**src/rtl/coin_acceptor.sv**
```systemverilog
// Coin acceptor: synchronises the coin sensor, measures each high pulse and
// classifies it as a 5-credit coin, a 10-credit coin, a reject or a jam.
// Optional credit accumulator on port total is built when COIN_TOTAL_EN is defined.
module coin_acceptor #(
  parameter int W5_MIN   = 4,
  parameter int W5_MAX   = 7,
  parameter int W10_MIN  = 10,
  parameter int W10_MAX  = 15,
  parameter int JAM_CYC  = 64,
  parameter int LOCK_CYC = 8
) (
  input  logic       clk,
  input  logic       rst,
  input  logic       coin_sense,
  output logic       credit5,
  output logic       credit10,
  output logic       reject,
  output logic       jam,
  output logic       busy
`ifdef COIN_TOTAL_EN
  ,
  output logic [7:0] total
`endif
);

  localparam int LW = (LOCK_CYC < 2) ? 1 : $clog2(LOCK_CYC + 1);

  localparam logic [6:0]    W5_LO   = 7'(W5_MIN);
  localparam logic [6:0]    W5_HI   = 7'(W5_MAX);
  localparam logic [6:0]    W10_LO  = 7'(W10_MIN);
  localparam logic [6:0]    W10_HI  = 7'(W10_MAX);
  localparam logic [6:0]    JAM_W   = 7'(JAM_CYC);
  localparam logic [LW-1:0] LOCK_LD = LW'(LOCK_CYC);

  typedef enum logic [1:0] {
    ST_IDLE,
    ST_MEASURE,
    ST_LOCKOUT,
    ST_JAM
  } state_e;

  state_e        state_q, state_d;
  logic          sync1_q, s_q;
  logic [6:0]    width_q, width_d;
  logic [LW-1:0] lock_q, lock_d;
  logic          credit5_q, credit5_d;
  logic          credit10_q, credit10_d;
  logic          reject_q, reject_d;
  logic [6:0]    width_inc;

  assign width_inc = width_q + 7'd1;

  // NOTE: sequential state uses non-blocking (<=) so every flop samples the
  // pre-edge value of its inputs; blocking here would create order-dependent races.
  always_ff @(posedge clk or negedge rst) begin
    if (!rst) begin
      sync1_q    <= 1'b0;
      s_q        <= 1'b0;
      state_q    <= ST_IDLE;
      width_q    <= '0;
      lock_q     <= '0;
      credit5_q  <= 1'b0;
      credit10_q <= 1'b0;
      reject_q   <= 1'b0;
    end else begin
      sync1_q    <= coin_sense;
      s_q        <= sync1_q;
      state_q    <= state_d;
      width_q    <= width_d;
      lock_q     <= lock_d;
      credit5_q  <= credit5_d;
      credit10_q <= credit10_d;
      reject_q   <= reject_d;
    end
  end

  // NOTE: every signal driven here gets a default first, so no path through the
  // case can leave one unassigned and infer a latch.
  always_comb begin
    state_d    = state_q;
    width_d    = width_q;
    lock_d     = lock_q;
    credit5_d  = 1'b0;
    credit10_d = 1'b0;
    reject_d   = 1'b0;
    unique case (state_q)
      ST_IDLE: begin
        if (s_q) begin
          state_d = ST_MEASURE;
          width_d = 7'd1;
        end
      end
      ST_MEASURE: begin
        if (s_q) begin
          width_d = width_inc;
          if (width_inc == JAM_W) state_d = ST_JAM;
        end else begin
          // Pulse is registered on the same edge that leaves MEASURE.
          if (width_q >= W5_LO && width_q <= W5_HI)        credit5_d  = 1'b1;
          else if (width_q >= W10_LO && width_q <= W10_HI) credit10_d = 1'b1;
          else                                             reject_d   = 1'b1;
          state_d = ST_LOCKOUT;
          lock_d  = LOCK_LD;
        end
      end
      ST_LOCKOUT: begin
        // A coin arriving here is never measured: we only leave once s has dropped.
        if (lock_q != '0)  lock_d  = lock_q - LW'(1);
        else if (!s_q)     state_d = ST_IDLE;
      end
      ST_JAM: begin
        if (!s_q) begin
          state_d = ST_LOCKOUT;
          lock_d  = LOCK_LD;
        end
      end
      default: state_d = ST_IDLE;
    endcase
  end

  assign credit5  = credit5_q;
  assign credit10 = credit10_q;
  assign reject   = reject_q;
  assign jam      = (state_q == ST_JAM);
  assign busy     = (state_q != ST_IDLE);

`ifdef COIN_TOTAL_EN
  logic [7:0] total_q, total_d;

  // Accumulates in units of 5 credits, moving on the same edge as the credit pulse.
  always_comb begin
    total_d = total_q;
    if (credit5_d)       total_d = (total_q == 8'hFF) ? 8'hFF : total_q + 8'd1;
    else if (credit10_d) total_d = (total_q >= 8'hFE) ? 8'hFF : total_q + 8'd2;
  end

  always_ff @(posedge clk or negedge rst) begin
    if (!rst) total_q <= 8'd0;
    else      total_q <= total_d;
  end

  assign total = total_q;
`endif

endmodule

```
**config.mk**
```make
export PLATFORM = sky130hd
export DESIGN_NAME = coin_acceptor
export DESIGN_NICKNAME = d
export VERILOG_FILES = /design/src/rtl/coin_acceptor.sv
export SDC_FILE = /design/constraint.sdc
export NUM_CORES = 1
export LEC_CHECK = 0
export ABC_CLOCK_PERIOD_IN_PS = 1950
export BUFFER_PORTS_ARGS = -buffer_cell sky130_fd_sc_hd__buf_2
export CAP_MARGIN = 25
export CORE_MARGIN = 5
export CORE_UTILIZATION = 50
export CTS_BUF_LIST = sky130_fd_sc_hd__clkbuf_16
export DETAILED_ROUTE_END_ITERATION = 6
export PLACE_DENSITY = 0.69
export RECOVER_POWER = 50
export SYNTH_ARGS = -nofsm -noshare
export SYNTH_HDL_FRONTEND = slang
export SYNTH_SLANG_ARGS = --single-unit
```
**constraint.sdc**
```tcl
create_clock -name clk -period 1.95 [get_ports clk]
set_input_delay 0.195 -clock clk [delete_from_list [all_inputs] [get_ports clk]]
set_output_delay 0.195 -clock clk [all_outputs]
set_load 0.005 [all_outputs]
```
==> impl_metrics.env <==
export IMPL_status="finished clean"
export IMPL_power_frac_clock_pct=30.3
export IMPL_p_int_uw=899.0
export IMPL_required_ns=2.13
export IMPL_final_common_cell="dfrtp_1"
export IMPL_crit_type="reg2reg"
export IMPL_clkTransAtPathRegs_ns=0.05
export IMPL_drt_first_iter_violations=15
export IMPL_power_frac_comb_pct=27.5
export IMPL_async_reset_ff_share_pct=100.0
export IMPL_powerDensity_mw_per_mm2=1242
export IMPL_slew_viol_final=0
export IMPL_clock_latency_ns=0.25
export IMPL_switching_share_pct=32.26
export IMPL_post_cts_resized=0
export IMPL_synth_edf_count=0
export IMPL_first_global_vias=721
export IMPL_timing_fmax_mhz=625.3
export IMPL_cp_end_kind="flop"
export IMPL_syn_nets=103
export IMPL_period_share_pct=82.02
export IMPL_dr_pass1_iters=4
export IMPL_hold_path_class="in2reg"
export IMPL_final_util_pct=61.22
export IMPL_clock_sinks=18
export IMPL_floorplan_initialDensity_pct=53.12
export IMPL_avgSynthCellArea_um2=9.558
export IMPL_leakage_uw=0.0004832
export IMPL_dieArea_mm2=0.002815
export IMPL_p_sw_uw=428.2
export IMPL_antenna_cells=0
export IMPL_cts_tree="built"
export IMPL_grt_pass1_wl_um=3229
export IMPL_synthCells=97
export IMPL_wirelength_um=1746
export IMPL_fp_row_count=15
export IMPL_antenna_found_initial=0
export IMPL_grt_max_degree=19
export IMPL_ys_flop_type="dfrtp_1"
export IMPL_timing_final_ws_setup_ns=0.3507
export IMPL_ctsHoldBuffers=1
export IMPL_grt_usage_pct=15.94
export IMPL_fin_crit_ns=1.599
export IMPL_fill_cells=145
export IMPL_final_cell_mix="dfrtp_1 (18), o21ai_0 (10), nand2_1 (10)"
export IMPL_crit_arrival_ns=1.78
export IMPL_yosysUniqueCellTypes=30
export IMPL_die_x_um=53.06
export IMPL_hpwl_um=1219
export IMPL_tns_ns=0
export IMPL_cts_setup_buffers=0
export IMPL_htreeDepth=1
export IMPL_setup_viol=0
export IMPL_cts_root_buf="clkbuf_16"
export IMPL_hold_violations=0
export IMPL_finalNetCount=114
export IMPL_via_count=744
export IMPL_yosysSeqAreaShare_pct=48.58
export IMPL_clock_path_buffers=2
export IMPL_place_gp_congestion=0.7571
export IMPL_numCtsBuffers=3
export IMPL_core_mm2=0.001745
export IMPL_drc=0
export IMPL_grt_ovfl_total=0
export IMPL_port_buffers=7
export IMPL_pin_count=8
export IMPL_wl_per_cell_um=13.33
export IMPL_cp_max_fo=6
export IMPL_max_cap_viol_count=0
export IMPL_seqPwrFrac_pct=42.2
export IMPL_die_h_um=53.06
export IMPL_syn_area_um2=927.1
export IMPL_ir_worst_vdd_mv=0.7540
export IMPL_finClkSkew_ns=0.001332
export IMPL_pre_cts_slack_ns=0.3911
export IMPL_crit_path_start_kind="flop"
export IMPL_area_delta_synth_final_pct=15.25
export IMPL_drive_above_1_share_pct=12.26
export IMPL_viasPerCell=5.679
export IMPL_yosys_warnings=0
export IMPL_antenna_left=0
export IMPL_tightest_slew_ns=0.9492
export IMPL_ys_seq_elements=18
export IMPL_max_slew_margin_pct=36.72
export IMPL_rsz0062_at_grt="no"
[power groups by stage]
stage	logic [µW]	registers (µW)	clock network, µW
after global routing	427	574	422
after CTS	370	558	407
final	365	560	402
after floorplan	289	535	0
after detailed placement	366	565	0
after global placement	352	560	0
[Yosys cell counts, types with 2 or more instances]
master | n | share of area [%]
dfrtp_1 | 18 | 49
nand2_1 | 10 | 4.0
mux2i_1 | 3 | 3.2
o21ai_0 | 10 | 5.4
ha_1 | 3 | 4.0
nor2b_1 | 3 | 2.0
clkbuf_1 | 2 | 0.81
nor3b_1 | 2 | 1.6
nand3_1 | 8 | 4.3
inv_1 | 6 | 2.4
nor3_1 | 2 | 1.1
or3_1 | 2 | 1.3
or4_1 | 2 | 1.6
a21oi_1 | 3 | 1.6
nor2_1 | 2 | 0.81
o211ai_1 | 4 | 3.2
nand2b_1 | 4 | 2.7
[kinds of logic (layout without fill, tap and decap cells)]
kind of cell / after synthesis / in the layout / synth area share (%)
mux: 3 / 3 / 3.239
compound gates: 20 / 20 / 12.69
flops: 18 / 18 / 48.58
buf+inv: 10 / 19 / 4.993
fa+ha+maj: 3 / 3 / 4.049
simple gates: 43 / 43 / 26.45
[worst paths after layout]
kind	to	cells past startpoint	from	slack (ns)
setup / recovery	width_q[6]	4	width_q[1]	0.35
hold / removal	sync1_q	1	coin_sense	0.06
setup reg to reg	width_q[6]	4	width_q[1]	0.35
hold reg to reg	s_q	0	sync1_q	0.36
max in group asynchronous	width_q[1]	2	rst	0.76
min in group asynchronous	lock_q[2]	2	rst	0.61
[worst max-delay path, stage by stage (launching register included)]
cell and delay, ns:
dfrtp_1 0.44, ha_1 0.29, nand3_1 0.18, or4_1 0.53, nand3_1 0.09
[registers in the layout, indices dropped and copies added (netlist names)]
signal	flops
width_q	7
credit10	1
reject	1
state_q	2
sync1_q	1
lock_q	4
credit5	1
s_q	1
[stage by stage]
stage                     std cells  cell area, µm²  hold WS (ns)  total power [µW]
final                           131            1069       0.05591              1327
after detailed placement        127           984.7        0.1465             931.0
after CTS                       131            1070       0.05813              1335
after floorplan                  97           927.1       -0.1006             823.7
after global placement          127           984.7        0.1446             912.6
after global routing            131            1069       0.06240              1424
[cell type report]
cell class / count / area (µm²) / share of cell area, %
Inverter: 6 / 22.52 / 2.108
Tap cell: 25 / 31.28 / 2.927
Clock buffer: 3 / 75.07 / 7.026
Multi-Input combinational cell: 69 / 430.4 / 40.28
Sequential cell: 18 / 450.4 / 42.15
Timing Repair Buffer: 10 / 58.81 / 5.504
[per-layer routing]
layer | share of wire, % | vias up | global-route usage [%]
li1 | - | 361 | -
met1 | 51 | 360 | 21.59
met2 | 42 | 18 | 23.35
met3 | 4.5 | 5 | 3.380
met4 | 2.3 | 0 | 8.936
met5 | 0 | - | 0
Power figures use the tool's default switching activity.
